## config.mk

```make
export PLATFORM = sky130hd
export DESIGN_NAME = phase_accumulator
export DESIGN_NICKNAME = d
export VERILOG_FILES = /design/src/rtl/phase_accumulator.sv
export SDC_FILE = /design/constraint.sdc
export NUM_CORES = 1
export LEC_CHECK = 0
export CAP_MARGIN = 20
export CORE_ASPECT_RATIO = 0.75
export CORE_MARGIN = 5
export CORE_UTILIZATION = 35
export CTS_CLUSTER_SIZE = 20
export DETAILED_ROUTE_END_ITERATION = 7
export SETUP_SLACK_MARGIN = 0.4
export SYNTH_ARGS = -nofsm -noshare
export SYNTH_HDL_FRONTEND = slang
export SYNTH_SLANG_ARGS = --single-unit
```

## constraint.sdc

```tcl
create_clock -name clk -period 3.5 [get_ports clk]
set_clock_uncertainty 0.1 [all_clocks]
set_input_delay 0.7 -clock clk [delete_from_list [all_inputs] [get_ports clk]]
set_output_delay 0.7 -clock clk [all_outputs]
set_load 0.01 [all_outputs]
```

## src/rtl/phase_accumulator.sv

```systemverilog
// rtl/phase_accumulator.sv - NCO phase accumulator with tick divider and tuning-word handshake
module phase_accumulator #(
    parameter int ACC_WIDTH  = 24,
    parameter int ADDR_WIDTH = 8,
    parameter int CLK_DIV    = 1042
) (
    input  logic                  clk,
    input  logic                  rst_n,
    input  logic                  enable,
    input  logic                  phase_sync,
    input  logic                  apply_on_wrap,
    input  logic                  tw_valid,
    output logic                  tw_ready,
    input  logic [ACC_WIDTH-1:0]  tw_data,
    output logic [ADDR_WIDTH-1:0] addr_r,
    output logic                  addr_valid,
    output logic                  sample_valid,
    output logic                  wrap
);

    localparam int DIV_W = (CLK_DIV > 1) ? $clog2(CLK_DIV) : 1;
    localparam logic [DIV_W-1:0] DIV_LAST = DIV_W'(CLK_DIV - 1);

    logic [ACC_WIDTH-1:0] acc_q, acc_d;
    logic [ACC_WIDTH-1:0] tw_active_q, tw_active_d;
    logic [ACC_WIDTH-1:0] pend_data_q, pend_data_d;
    logic                 pend_valid_q, pend_valid_d;
    logic [DIV_W-1:0]     div_q, div_d;
    logic                 addr_valid_q, addr_valid_d;
    logic                 sample_valid_q, sample_valid_d;
    logic                 wrap_q, wrap_d;

    logic [ACC_WIDTH:0]   sum;
    logic                 tick;
    logic                 accept;

    always_comb begin
        sum    = {1'b0, acc_q} + {1'b0, tw_active_q};
        tick   = enable && (div_q == DIV_LAST);
        accept = tw_valid && !pend_valid_q;

        acc_d          = acc_q;
        tw_active_d    = tw_active_q;
        pend_data_d    = pend_data_q;
        pend_valid_d   = pend_valid_q;
        div_d          = (!enable || tick) ? '0 : div_q + DIV_W'(1);
        addr_valid_d   = 1'b0;
        wrap_d         = 1'b0;
        sample_valid_d = addr_valid_q;

        // Accept and apply are mutually exclusive: accept needs pending empty, apply needs it full.
        if (accept) begin
            pend_data_d  = tw_data;
            pend_valid_d = 1'b1;
        end

        if (phase_sync) begin
            acc_d        = '0;
            div_d        = '0;
            addr_valid_d = 1'b1;
            if (pend_valid_q) begin
                tw_active_d  = pend_data_q;
                pend_valid_d = 1'b0;
            end
        end else if (tick) begin
            acc_d        = sum[ACC_WIDTH-1:0];
            wrap_d       = sum[ACC_WIDTH];
            addr_valid_d = 1'b1;
            // The add above still uses the old word; the new one counts from the next tick.
            if (pend_valid_q && (!apply_on_wrap || sum[ACC_WIDTH])) begin
                tw_active_d  = pend_data_q;
                pend_valid_d = 1'b0;
            end
        end
    end

    always_ff @(posedge clk or negedge rst_n) begin
        if (!rst_n) begin
            acc_q          <= '0;
            tw_active_q    <= '0;
            pend_data_q    <= '0;
            pend_valid_q   <= 1'b0;
            div_q          <= '0;
            addr_valid_q   <= 1'b0;
            sample_valid_q <= 1'b0;
            wrap_q         <= 1'b0;
        end else begin
            acc_q          <= acc_d;
            tw_active_q    <= tw_active_d;
            pend_data_q    <= pend_data_d;
            pend_valid_q   <= pend_valid_d;
            div_q          <= div_d;
            addr_valid_q   <= addr_valid_d;
            sample_valid_q <= sample_valid_d;
            wrap_q         <= wrap_d;
        end
    end

    assign tw_ready     = !pend_valid_q;
    assign addr_r       = acc_q[ACC_WIDTH-1 -: ADDR_WIDTH];
    assign addr_valid   = addr_valid_q;
    assign sample_valid = sample_valid_q;
    assign wrap         = wrap_q;

endmodule
```

==> flow_summary.json <==
{
  "h-tree-depth": 3,
  "cts_buffer_depth": 2,
  "p_comb_share_pct": 27.0,
  "rows": 37,
  "crit_slowest_cell": "dfrtp_1",
  "drt_iter0_markers": 224,
  "drive_gt1_share_pct": 19.36,
  "dpl.hpwl_um": 7227,
  "cp-end-kind": "register",
  "synth_top_cell_area_share_pct": 45.37,
  "fin_setup_tns_ns": 0,
  "path_buf_inv": 3,
  "synth_top_family_by_area": "simple AND/OR/NAND/NOR gates",
  "ys_top_cells_by_area": "dfrtp_1 45%, ha_1 6.8%, mux2_2 6.6%",
  "switching_share_pct": 29.12,
  "ys_seq_area_share_pct": 45.37,
  "place.gp.congestion": 0.8665,
  "ios": 42,
  "worst_pin_slew_ns": 0.6575,
  "wl_per_cell_um": 15.80,
  "syn_area_um2": 4798,
  "worst_hold_path_type": "primary input to asynchronous set/reset pin",
  "clockPowerShare_pct": 32.0,
  "hold_buffers": 0,
  "reg2reg_to": "tw_active_q[10]",
  "final.period_utilization_pct": 86.43,
  "rsz0062_at_grt": "yes",
  "fin_crit_ns": 3.025,
  "cp_max_fo": 6,
  "grt_pass1_vias": 3441,
  "synth_top_cell_by_area": "dfrtp_1",
  "synth_seq_cells": 87,
  "worstSetupPathType": "register to register",
  "use_met3_pct": 3.784,
  "ant_nets": 0,
  "synth_common_cells": "87 x dfrtp_1, 48 x nand2_1, 35 x a21oi_1",
  "syn-num-nets": 509,
  "switchingPower_w": 0.0009425,
  "synthMostInstantiatedCell": "dfrtp_1",
  "irDropWorstVdd_mv": 0.3058,
  "globalRouteOverflowTotal": 0,
  "grt_max_degree": 88,
  "maxCapViolCount": 0,
  "synthCells": 452,
  "routed-via-count": 3494,
  "area_growth_pct": 21.77,
  "busiest_layer": "met1",
  "start_util_pct": 35.37,
  "cts_tree": "built",
  "fin_nets": 553,
  "antenna_found_initial": 0,
  "seq_power_share_pct": 41.0,
  "post-route-drc-count": 0,
  "final_max_slew_viol_count": 0,
  "finalInstanceArea_um2": 5843,
  "synthMuxAreaShare_pct": 12.83,
  "power.leakage_nw": 2.529,
  "synthAdderAreaFrac_pct": 7.197,
  "hold_violations": 0,
  "crit_path_start_kind": "register",
  "synth_flop_cell": "dfrtp_1",
  "syn_area_per_cell_um2": 10.62,
  "arrival_ns": 3.15,
  "status": "finished, final reports clean",
  "die_h_um": 111.4,
  "met2_usage_pct": 18.77,
  "grtUsageTotal_pct": 13.31,
  "nFillCells": 1283,
  "diodes": 0,
  "die_w_um": 145.2,
  "p_int_w": 0.002295,
  "setup_viol": 0,
  "cts-root-buf": "clkbuf_16",
  "routed_via_density": 5.169,
  "portBuffers": 41,
  "synthArstFlopShare_pct": 100.0,
  "synth-xor-area-share_pct": 4.016,
  "max_freq_mhz": 330.6,
  "path_delay_family": "compound AO/OA/AOI/OAI gates",
  "drt_pass1_iterations": 5,
  "yosysWarningCount": 0,
  "dieArea_um2": 16180,
  "grt_pass1_wl_um": 17730,
  "cts_sinks": 87,
  "numCtsBuffers": 9,
  "placed_cell_area_um2": 5350,
  "required_ns": 3.63,
  "synth_edf_count": 0,
  "reg2reg_setup_slack_ns": 0.47,
  "path_clk_slew_ns": 0.06,
  "r2r_start": "acc_q[0]",
  "r2r_cells": 13,
  "insertion_delay_ns": 0.34,
  "crit_path_max_incr_delay_ns": 0.35,
  "grtUsageMet1_pct": 20.06,
  "coreArea_um2": 13560,
  "synth-simple-area-share_pct": 13.77,
  "drt-total-wl_um": 10680,
  "relSlewSlack_pct": 55.70,
  "synth_compound_area_share_pct": 12.99,
  "crit_chain": "ha_2 -> inv_2 -> fa_2 -> and2b_1 -> o2111ai_2 -> a21oi_2 -> o2111ai_2 -> a21oi_2 -> o31ai_4 -> a41oi_4 -> buf_12 -> clkbuf_16 -> mux2_4",
  "post_synth_num_cell_types": 51,
  "power_density_nw_per_um2": 554.0
}
[area by class of cell]
| cell class | count | area (um^2) | area share, % |
|---|---|---|---|
| Inverter | 11 | 41.29 | 0.7066 |
| Clock buffer | 10 | 239.0 | 4.090 |
| Timing Repair Buffer | 59 | 638.1 | 10.92 |
| Sequential cell | 87 | 2177 | 37.26 |
| Clock inverter | 6 | 83.83 | 1.435 |
| Multi-Input combinational cell | 328 | 2445 | 41.84 |
| Tap cell | 175 | 219.0 | 3.747 |
[metal layers]
metal	wire, um	vias up	share of wire [%]
met5	0	-	0
met4	73	0	0.68
met3	502	10	4.7
met2	4503	93	42
met1	5602	1692	52
li1	-	1699	-
[power groups by stage]
stage	registers [W]	logic, W	clock network [W]
4_1_cts	0.00133	0.000858	0.00106
5_1_grt	0.00135	0.000961	0.00110
6_report	0.00133	0.000874	0.00103
3_3_place_gp	0.00134	0.000810	0
3_5_place_dp	0.00135	0.000829	0
2_1_floorplan	0.00129	0.000655	0
[registers in the layout (all words and copies together), names as in the netlist]
name,flops
acc_q,24
pend_data_q,24
tw_active_q,24
div_q,11
addr_valid,1
pend_valid_q,1
sample_valid,1
wrap,1
[kinds of logic after synthesis]
logic type | count (synthesis)
buf+inv | 37
fa+ha+maj | 27
simple gates | 139
compound gates | 92
mux | 48
flops | 87
xor+xnor | 22
[worst reg2reg max path, cell delays in order (launching register included)]
cell       delay (ns)
dfrtp_1          0.35
ha_2             0.19
inv_2            0.04
fa_2             0.33
and2b_1          0.22
o2111ai_2        0.13
a21oi_2          0.20
o2111ai_2        0.18
a21oi_2          0.26
o31ai_4          0.10
a41oi_4          0.19
buf_12           0.17
clkbuf_16        0.17
mux2_4           0.29
[through the flow]
step                      worst slack (ns)  total power, W  hold slack (ns)  std cells  util [%]
final                               0.4749        0.003237           0.2459        676     43.08
after global routing                0.3591        0.003416           0.2955        676     43.08
after CTS                           0.4255        0.003249           0.2885        672     42.60
after detailed placement            0.3193        0.002175           0.2745        649     39.44
after global placement              0.3867        0.002151           0.2668        649     39.44
after floorplan                     0.5633        0.001948           0.3044        452         -
[cell usage in the layout, fill, tap and decap left out, drive strengths merged, types with 7 or more instances in the layout]
cell and n:
clkbuf 11, dfrtp 87, nand2 48, nor3 7, xor2 14, ha 26
o21ai 14, nand3 21, inv 10, xnor2 8, a31oi 7, nand4 7
nor2 30, a21oi 38, mux2 48, clkdlybuf4s50 40, buf 18
[what timing repair did]
action                                 CTS  global route
setup endpoints to repair               24            24
buffers inserted                         5             2
pin swaps                                3             2
cloned                                   2             1
endpoints found under the hold margin    0             0
gates resized for setup                  2             3
[worst max path at each step]
stage	slack [ns]	endpoint	cells after the start	start
2_1_floorplan	0.56	tw_active_q[0]	12	acc_q[0]
3_3_place_gp	0.39	tw_active_q[15]	12	tw_active_q[0]
3_5_place_dp	0.32	tw_active_q[15]	12	acc_q[0]
4_1_cts	0.43	tw_active_q[23]	13	acc_q[0]
5_1_grt	0.36	tw_active_q[15]	13	tw_active_q[0]
6_report	0.47	tw_active_q[10]	13	acc_q[0]
Power figures use the tool's default switching activity.
